<file path="src/rtl/alu_muldiv_control.sv">
// ALU function decode for the execute stage, plus an iterative RV32M/RV64M unit
// (shift-add multiplier, restoring divider) that stalls execute until its result is ready.
module alu_muldiv_control #(
    parameter int XLEN       = 32,
    parameter int MUL_UNROLL = 1
) (
    input  logic            clock,
    input  logic            reset,
    input  logic            valid_in,
    input  logic            kill,
    input  logic [1:0]      alu_op_type,
    input  logic [2:0]      inst_funct3,
    input  logic [6:0]      inst_funct7,
    input  logic [XLEN-1:0] operand_a,
    input  logic [XLEN-1:0] operand_b,
    output logic [4:0]      alu_function,
    output logic            is_muldiv,
    output logic            stall,
    output logic [XLEN-1:0] result,
    output logic            result_valid
);

    localparam logic [1:0] CTL_ALU_ADD    = 2'b00;
    localparam logic [1:0] CTL_ALU_OP     = 2'b01;
    localparam logic [1:0] CTL_ALU_OP_IMM = 2'b10;
    localparam logic [1:0] CTL_ALU_BRANCH = 2'b11;

    localparam logic [4:0] ALU_ADD  = 5'b00001;
    localparam logic [4:0] ALU_SUB  = 5'b00010;
    localparam logic [4:0] ALU_SLL  = 5'b00011;
    localparam logic [4:0] ALU_SLT  = 5'b00100;
    localparam logic [4:0] ALU_SLTU = 5'b00101;
    localparam logic [4:0] ALU_XOR  = 5'b00110;
    localparam logic [4:0] ALU_SRL  = 5'b00111;
    localparam logic [4:0] ALU_SRA  = 5'b01000;
    localparam logic [4:0] ALU_OR   = 5'b01001;
    localparam logic [4:0] ALU_AND  = 5'b01010;
    localparam logic [4:0] ALU_SEQ  = 5'b01011;

    localparam int CNT_W = $clog2(XLEN) + 1;
    localparam logic [CNT_W-1:0] MUL_LAST = CNT_W'(XLEN / MUL_UNROLL - 1);
    localparam logic [CNT_W-1:0] DIV_LAST = CNT_W'(XLEN - 1);
    localparam logic [XLEN-1:0]  MIN_NEG  = {1'b1, {(XLEN-1){1'b0}}};

    typedef enum logic [1:0] {IDLE, MUL, DIV, DONE} state_t;

    state_t              state_q, state_d;
    logic [2:0]          op_q, op_d;
    logic                neg_q, neg_d;
    logic                rneg_q, rneg_d;
    logic [2*XLEN-1:0]   a_q, a_d;
    logic [XLEN-1:0]     b_q, b_d;
    logic [XLEN-1:0]     rem_q, rem_d;
    logic [2*XLEN-1:0]   acc_q, acc_d;
    logic [CNT_W-1:0]    count_q, count_d;
    logic [XLEN-1:0]     result_q, result_d;

    // ---------------- decode ----------------
    logic [4:0] default_fn, secondary_fn, branch_fn;

    assign is_muldiv = (alu_op_type == CTL_ALU_OP) && (inst_funct7 == 7'b0000001);

    always_comb begin
        default_fn = ALU_ADD;
        case (inst_funct3)
            3'b000:  default_fn = ALU_ADD;
            3'b001:  default_fn = ALU_SLL;
            3'b010:  default_fn = ALU_SLT;
            3'b011:  default_fn = ALU_SLTU;
            3'b100:  default_fn = ALU_XOR;
            3'b101:  default_fn = ALU_SRL;
            3'b110:  default_fn = ALU_OR;
            default: default_fn = ALU_AND;
        endcase

        secondary_fn = default_fn;
        if (inst_funct3 == 3'b000)
            secondary_fn = ALU_SUB;
        else if (inst_funct3 == 3'b101)
            secondary_fn = ALU_SRA;

        branch_fn = ALU_ADD;
        case (inst_funct3)
            3'b000, 3'b001: branch_fn = ALU_SEQ;
            3'b100, 3'b101: branch_fn = ALU_SLT;
            3'b110, 3'b111: branch_fn = ALU_SLTU;
            default:        branch_fn = ALU_ADD;
        endcase

        alu_function = ALU_ADD;
        case (alu_op_type)
            CTL_ALU_OP:     alu_function = inst_funct7[5] ? secondary_fn : default_fn;
            // Only SRAI has an alternate form; funct7[5] is otherwise immediate data.
            CTL_ALU_OP_IMM: alu_function = (inst_funct7[5] && inst_funct3[1:0] == 2'b01)
                                           ? secondary_fn : default_fn;
            CTL_ALU_BRANCH: alu_function = branch_fn;
            default:        alu_function = ALU_ADD;
        endcase
        if (is_muldiv)
            alu_function = ALU_ADD;
    end

    // ---------------- operand preparation at accept ----------------
    logic            signed_a, signed_b, sign_a, sign_b;
    logic [XLEN-1:0] abs_a, abs_b;
    logic            div_by_zero, div_overflow;

    always_comb begin
        signed_a     = inst_funct3[2] ? ~inst_funct3[0] : (inst_funct3[1:0] != 2'b11);
        signed_b     = inst_funct3[2] ? ~inst_funct3[0] : ~inst_funct3[1];
        sign_a       = signed_a & operand_a[XLEN-1];
        sign_b       = signed_b & operand_b[XLEN-1];
        abs_a        = sign_a ? -operand_a : operand_a;
        abs_b        = sign_b ? -operand_b : operand_b;
        div_by_zero  = (operand_b == '0);
        div_overflow = signed_b && (operand_a == MIN_NEG) && (operand_b == '1);
    end

    // ---------------- iterative datapath ----------------
    logic [2*XLEN-1:0] pp [MUL_UNROLL];
    logic [2*XLEN-1:0] pp_sum;

    for (genvar gi = 0; gi < MUL_UNROLL; gi++) begin : g_pp
        assign pp[gi] = b_q[gi] ? (a_q << gi) : '0;
    end

    always_comb begin
        pp_sum = '0;
        for (int i = 0; i < MUL_UNROLL; i++)
            pp_sum = pp_sum + pp[i];
    end

    logic [XLEN:0] div_shift, div_diff;
    logic          div_bit;

    always_comb begin
        div_shift = {rem_q, a_q[XLEN-1]};
        div_diff  = div_shift - {1'b0, b_q};
        div_bit   = ~div_diff[XLEN];
    end

    logic [2*XLEN-1:0] prod_signed;
    logic [XLEN-1:0]   quot_signed, rem_signed, done_value;

    always_comb begin
        prod_signed = neg_q ? -acc_q : acc_q;
        quot_signed = neg_q ? -a_q[XLEN-1:0] : a_q[XLEN-1:0];
        rem_signed  = rneg_q ? -rem_q : rem_q;
        case (op_q)
            3'd0:             done_value = prod_signed[XLEN-1:0];
            3'd1, 3'd2, 3'd3: done_value = prod_signed[2*XLEN-1:XLEN];
            3'd4, 3'd5:       done_value = quot_signed;
            default:          done_value = rem_signed;
        endcase
    end

    // ---------------- control FSM ----------------
    always_comb begin
        state_d  = state_q;
        op_d     = op_q;
        neg_d    = neg_q;
        rneg_d   = rneg_q;
        a_d      = a_q;
        b_d      = b_q;
        rem_d    = rem_q;
        acc_d    = acc_q;
        count_d  = count_q;
        result_d = result_q;

        case (state_q)
            IDLE: begin
                if (valid_in && is_muldiv) begin
                    op_d    = inst_funct3;
                    neg_d   = sign_a ^ sign_b;
                    rneg_d  = sign_a;
                    a_d     = {{XLEN{1'b0}}, abs_a};
                    b_d     = abs_b;
                    rem_d   = '0;
                    acc_d   = '0;
                    count_d = '0;
                    if (!inst_funct3[2]) begin
                        state_d = MUL;
                    end else if (div_by_zero) begin
                        // Final values are stored unsigned so DONE leaves them untouched.
                        a_d     = {{XLEN{1'b0}}, {XLEN{1'b1}}};
                        rem_d   = operand_a;
                        neg_d   = 1'b0;
                        rneg_d  = 1'b0;
                        state_d = DONE;
                    end else if (div_overflow) begin
                        a_d     = {{XLEN{1'b0}}, operand_a};
                        neg_d   = 1'b0;
                        rneg_d  = 1'b0;
                        state_d = DONE;
                    end else begin
                        state_d = DIV;
                    end
                end
            end
            MUL: begin
                acc_d   = acc_q + pp_sum;
                a_d     = a_q << MUL_UNROLL;
                b_d     = b_q >> MUL_UNROLL;
                count_d = count_q + 1'b1;
                if (count_q == MUL_LAST)
                    state_d = DONE;
            end
            DIV: begin
                // Dividend shifts out of a_q's top while quotient bits shift in at the bottom.
                rem_d   = div_bit ? div_diff[XLEN-1:0] : div_shift[XLEN-1:0];
                a_d     = {{XLEN{1'b0}}, a_q[XLEN-2:0], div_bit};
                count_d = count_q + 1'b1;
                if (count_q == DIV_LAST)
                    state_d = DONE;
            end
            default: begin
                result_d = done_value;
                state_d  = IDLE;
            end
        endcase

        if (kill)
            state_d = IDLE;
    end

    always_ff @(posedge clock) begin
        if (reset) begin
            state_q  <= IDLE;
            op_q     <= '0;
            neg_q    <= 1'b0;
            rneg_q   <= 1'b0;
            a_q      <= '0;
            b_q      <= '0;
            rem_q    <= '0;
            acc_q    <= '0;
            count_q  <= '0;
            result_q <= '0;
        end else begin
            state_q  <= state_d;
            op_q     <= op_d;
            neg_q    <= neg_d;
            rneg_q   <= rneg_d;
            a_q      <= a_d;
            b_q      <= b_d;
            rem_q    <= rem_d;
            acc_q    <= acc_d;
            count_q  <= count_d;
            result_q <= result_d;
        end
    end

    assign result_valid = (state_q == DONE);
    assign result       = (state_q == DONE) ? done_value : result_q;
    assign stall        = valid_in && is_muldiv && (state_q != DONE);

endmodule

</file>
<file path="config.mk">
export PLATFORM = sky130hd
export DESIGN_NAME = alu_muldiv_control
export DESIGN_NICKNAME = d
export VERILOG_FILES = /design/src/rtl/alu_muldiv_control.sv
export SDC_FILE = /design/constraint.sdc
export NUM_CORES = 1
export LEC_CHECK = 0
export CORE_AREA = 2 2 231 233
export DETAILED_ROUTE_END_ITERATION = 6
export DIE_AREA = 0 0 233 235
export PLACE_DENSITY = 0.61
export SYNTH_ARGS = -nofsm -noshare
export SYNTH_HDL_FRONTEND = slang
export SYNTH_SLANG_ARGS = --single-unit
export TNS_END_PERCENT = 50
</file>
<file path="constraint.sdc">
create_clock -name clock -period 9.3 [get_ports clock]
set_clock_uncertainty 0.05 [all_clocks]
set_input_delay 2.325 -clock clock [delete_from_list [all_inputs] [get_ports clock]]
set_output_delay 2.325 -clock clock [all_outputs]
set_load 0.1 [all_outputs]
</file>
==> results.rst <==
.. list-table::
   :header-rows: 1

   * - Metric
     - Value
   * - Avg WL per Cell
     - 21.5 um
   * - Setup TNS
     - 0 ps
   * - Power per unit of standard cell area
     - 105 mW/mm2
   * - Setup repair after global routing missed its margin
     - no
   * - Clock sinks
     - 237
   * - Library cell with the highest instance count after synthesis
     - nor2_1
   * - Antenna violations before repair
     - 1
   * - Outcome
     - finished clean
   * - Number of flops mapped to enable cells by yosys
     - 0
   * - # nets final
     - 3070
   * - Die Wd
     - 233 um
   * - Post-cts repair resize count
     - 0
   * - Area leader, netlist
     - dfxtp_1
   * - Prevailing post-synth register cell
     - dfxtp_1
   * - Worst Reg2Reg Path Length in Cells
     - 15
   * - Remaining number of nets flagged by the antenna check after routing
     - 0
   * - Measured slew at the worst slew-check pin
     - 1220 ps
   * - R2r endpoint
     - rem_q[7]$_SDFFE_PP0P_
   * - Total power after layout
     - 2440 uW
   * - Fraction of layout cells with a size suffix above 1
     - 0.0462
   * - Setup violators final
     - 0
   * - Estimated wirelength of the detail-placed design
     - 59400 um
   * - Maximum number of pins on one net before global-route repair
     - 74
   * - Leading post-synthesis cells by instance count
     - nor2_1 (322), a21oi_1 (306), nand2_1 (283), dfxtp_1 (237), o21ai_0 (213)
   * - Number of hold buffers added after CTS
     - 0
   * - Cell chosen for the clock root
     - clkbuf_16
   * - Vias per Instance
     - 6.12
   * - Area overhead of the layout relative to synthesis
     - 12.4%
   * - Total nets after synthesis
     - 3090
   * - Post-Place Cells
     - 3537
   * - Number of pins exceeding their max-slew limit in the final report
     - 0
   * - Required time at the endpoint of the critical path
     - 6930 ps
   * - Final RePlAce weighted congestion
     - 1.01
   * - Maximum clock frequency
     - 0.127 GHz
   * - TritonCTS clock tree
     - built
   * - Maximum fanout along the worst path
     - 8
   * - Leakage
     - 0.00896 uW
   * - Detailed-router iteration count before antenna repair
     - 5
   * - Filler cell count in the final layout
     - 5287
   * - Row cnt
     - 84
   * - Number of max-cap violations
     - 0
   * - Post-CTS setup buffer count
     - 0
   * - Die Outline Area
     - 0.0548 mm2
   * - Type of origin of the critical path
     - flip-flop
   * - Class of the tightest hold or removal check
     - reg -> reg
   * - Proportion of register bits with asynchronous set or reset after synthesis
     - 0
   * - Mean instance size in the synthesized netlist
     - 7.14 um2
   * - Total core area
     - 0.0522 mm2
   * - Violation count after the first detailed-routing iteration
     - 2429
   * - H-tree depth
     - 1
   * - Number of vias in the routed layout
     - 22000
   * - Post-route DRC
     - 0
   * - Startpoint of the tightest hold check path
     - b_q[31]$_SDFFE_PP0P_
   * - Max rail drop VDD
     - 0.133 mV
   * - Top post-synthesis cells by area
     - dfxtp_1 (23%), a21oi_1 (7.4%), ha_1 (6.5%)
   * - Maximum number of buffers from clock root to sink
     - 3
   * - Placed standard-cell area
     - 0.0223 mm2
   * - Clock slew seen by the registers of the worst setup and hold paths
     - 60 ps
   * - Launching point of the worst reg2reg path
     - b_q[0]$_SDFFE_PP0P_
   * - Register-to-register path setup slack
     - 4400 ps
   * - Endpoint of the worst hold-timing path
     - b_q[31]$_SDFFE_PP0P_
   * - Shortest clock period the worst path allows after layout
     - 7850 ps
   * - GR Util All Layers
     - 0.274
   * - CP arrival
     - 5480 ps
   * - Global-route wire length before repair
     - 119000 um
   * - Final cycle utilization of the critical path
     - 0.845
   * - Post-synth cell types
     - 79
   * - Aggregate global routing overflow
     - 0
   * - Via count of the first global-routing pass
     - 19700
   * - YS warnings
     - 0
   * - Headroom to the max-slew limit
     - 0.182
   * - Number of synthesized register bits
     - 237
   * - Die Span Y
     - 235 um
   * - Final Hold Violating Endpoints
     - 0
   * - Number of CTS-inserted buffers
     - 29
   * - I/O pin count
     - 120
   * - Worst hold path depth
     - 2
   * - Non-filler instance count after layout
     - 3589
   * - Finished layout cell area
     - 0.0233 mm2
   * - Type of element capturing the critical path
     - output pin
   * - Number of port buffers
     - 118
   * - Final Core Density
     - 0.446
   * - Wire length reported by the detailed router
     - 77000 um
   * - Path type of the worst setup path
     - reg -> out
   * - Starting Density
     - 0.397
   * - Sequential area share after synthesis
     - 0.229
   * - Netlist Area Pre-Place
     - 0.0207 mm2
   * - Gate count of the mapped netlist
     - 2900
   * - Share of the synthesized area in the top cell type
     - 0.229
   * - Worst-Skew Late Latency
     - 600 ps
how the worst max path moves through the flow:
stage | startpoint | end | slack (ps) | cells after the start
after floorplan | alu_op_type[1] | stall | 640 | 5
final | acc_q[16]$_SDFFE_PP0P_ | result[20] | 1450 | 11
after global placement | alu_op_type[1] | alu_function[0] | 1650 | 7
after CTS | acc_q[16]$_SDFFE_PP0P_ | result[20] | 1450 | 11
after global routing | rem_q[6]$_SDFFE_PP0P_ | result[26] | 1130 | 12
after detailed placement | alu_op_type[1] | alu_function[0] | 1710 | 7
where the power goes:
group | internal, uW | leakage [uW] | switching [uW]
logic | 81.4 | 0.00657 | 129
clock network | 730 | 0.000477 | 479
registers | 1020 | 0.00191 | 1.84
through the flow:
stage / hold WS, ps / setup WS (ps)
CTS: 411 / 1450
global route: 433 / 1130
finish: 410 / 1450
global placement: 389 / 1650
floorplan: 382 / 637
detailed placement: 404 / 1710
state kept, by name, summed over array words and instances, names as in the netlist:
| name | flops |
|---|---|
| state_q | 2 |
| neg_q | 1 |
| result_q | 32 |
| count_q | 6 |
| acc_q | 64 |
| a_q | 64 |
| rem_q | 32 |
| rneg_q | 1 |
| b_q | 32 |
| op_q | 3 |
cell families (layout without fill, tap and decap cells):
group | Yosys count | count (layout) | share of synthesized area
other | 1 | 2 | 0.000181
AO/OA/AOI/OAI | 962 | 962 | 0.291
XOR/XNOR | 260 | 260 | 0.110
multiplexers | 43 | 43 | 0.0220
adder cells (fa/ha/maj) | 110 | 110 | 0.0672
buffers and inverters | 283 | 283 | 0.0516
flip-flops | 237 | 237 | 0.229
AND/OR/NAND/NOR | 1004 | 1004 | 0.229
final cells by class:
| type | count | area (um2) | area share |
|---|---|---|---|
| clock inverters | 13 | 198 | 0.00849 |
| multi-input cells | 2380 | 15000 | 0.643 |
| well taps | 688 | 861 | 0.0370 |
| diodes | 1 | 2.50 | 0.000107 |
| clock buffers | 38 | 790 | 0.0339 |
| flip-flops and latches | 237 | 4750 | 0.204 |
| inverters | 84 | 315 | 0.0135 |
| repair buffers | 148 | 1410 | 0.0603 |
metal layers:
| metal | GRT usage | vias to the layer above | share of wire | wire, um |
|---|---|---|---|---|
| li1 | - | 10400 | - | - |
| met3 | 0.0364 | 89 | 0.081 | 6230 |
| met5 | 0 | - | 0 | 0 |
| met1 | 0.420 | 10500 | 0.48 | 37000 |
| met4 | 0.0681 | 0 | 0.022 | 1730 |
| met2 | 0.397 | 881 | 0.42 | 32100 |
critical path, stage by stage (launching register included):
cell	delay (ps)
dfxtp_1	380
or4_1	560
or4b_4	530
or4b_1	550
nand2b_1	310
o41ai_2	550
nand2_1	120
xnor2_1	150
a211oi_1	250
a21oi_1	130
a21oi_1	230
clkdlybuf4s50_1	1160
cell usage in the layout, fill, tap and decap left out, types with 23 or more instances in the layout:
master and n:
o21ai_0 211, nand3_1 32, or4_1 26, nor2_1 319
o41ai_1 25, buf_4 31, ha_1 105, a221oi_1 25
a31oi_1 26, nand2_1 283, and2_1 76, a211oi_1 71
nand4_1 41, mux2i_1 23, xor2_1 124, xnor2_1 136
or3_1 31, o31ai_1 51, clkbuf_16 29, nor3_1 84
nand2b_1 30, a22oi_1 66, a21o_1 44, dfxtp_1 236
a21oi_1 302, clkdlybuf4s50_1 116, inv_1 84
No activity file was read; power rests on OpenSTA's default activity.
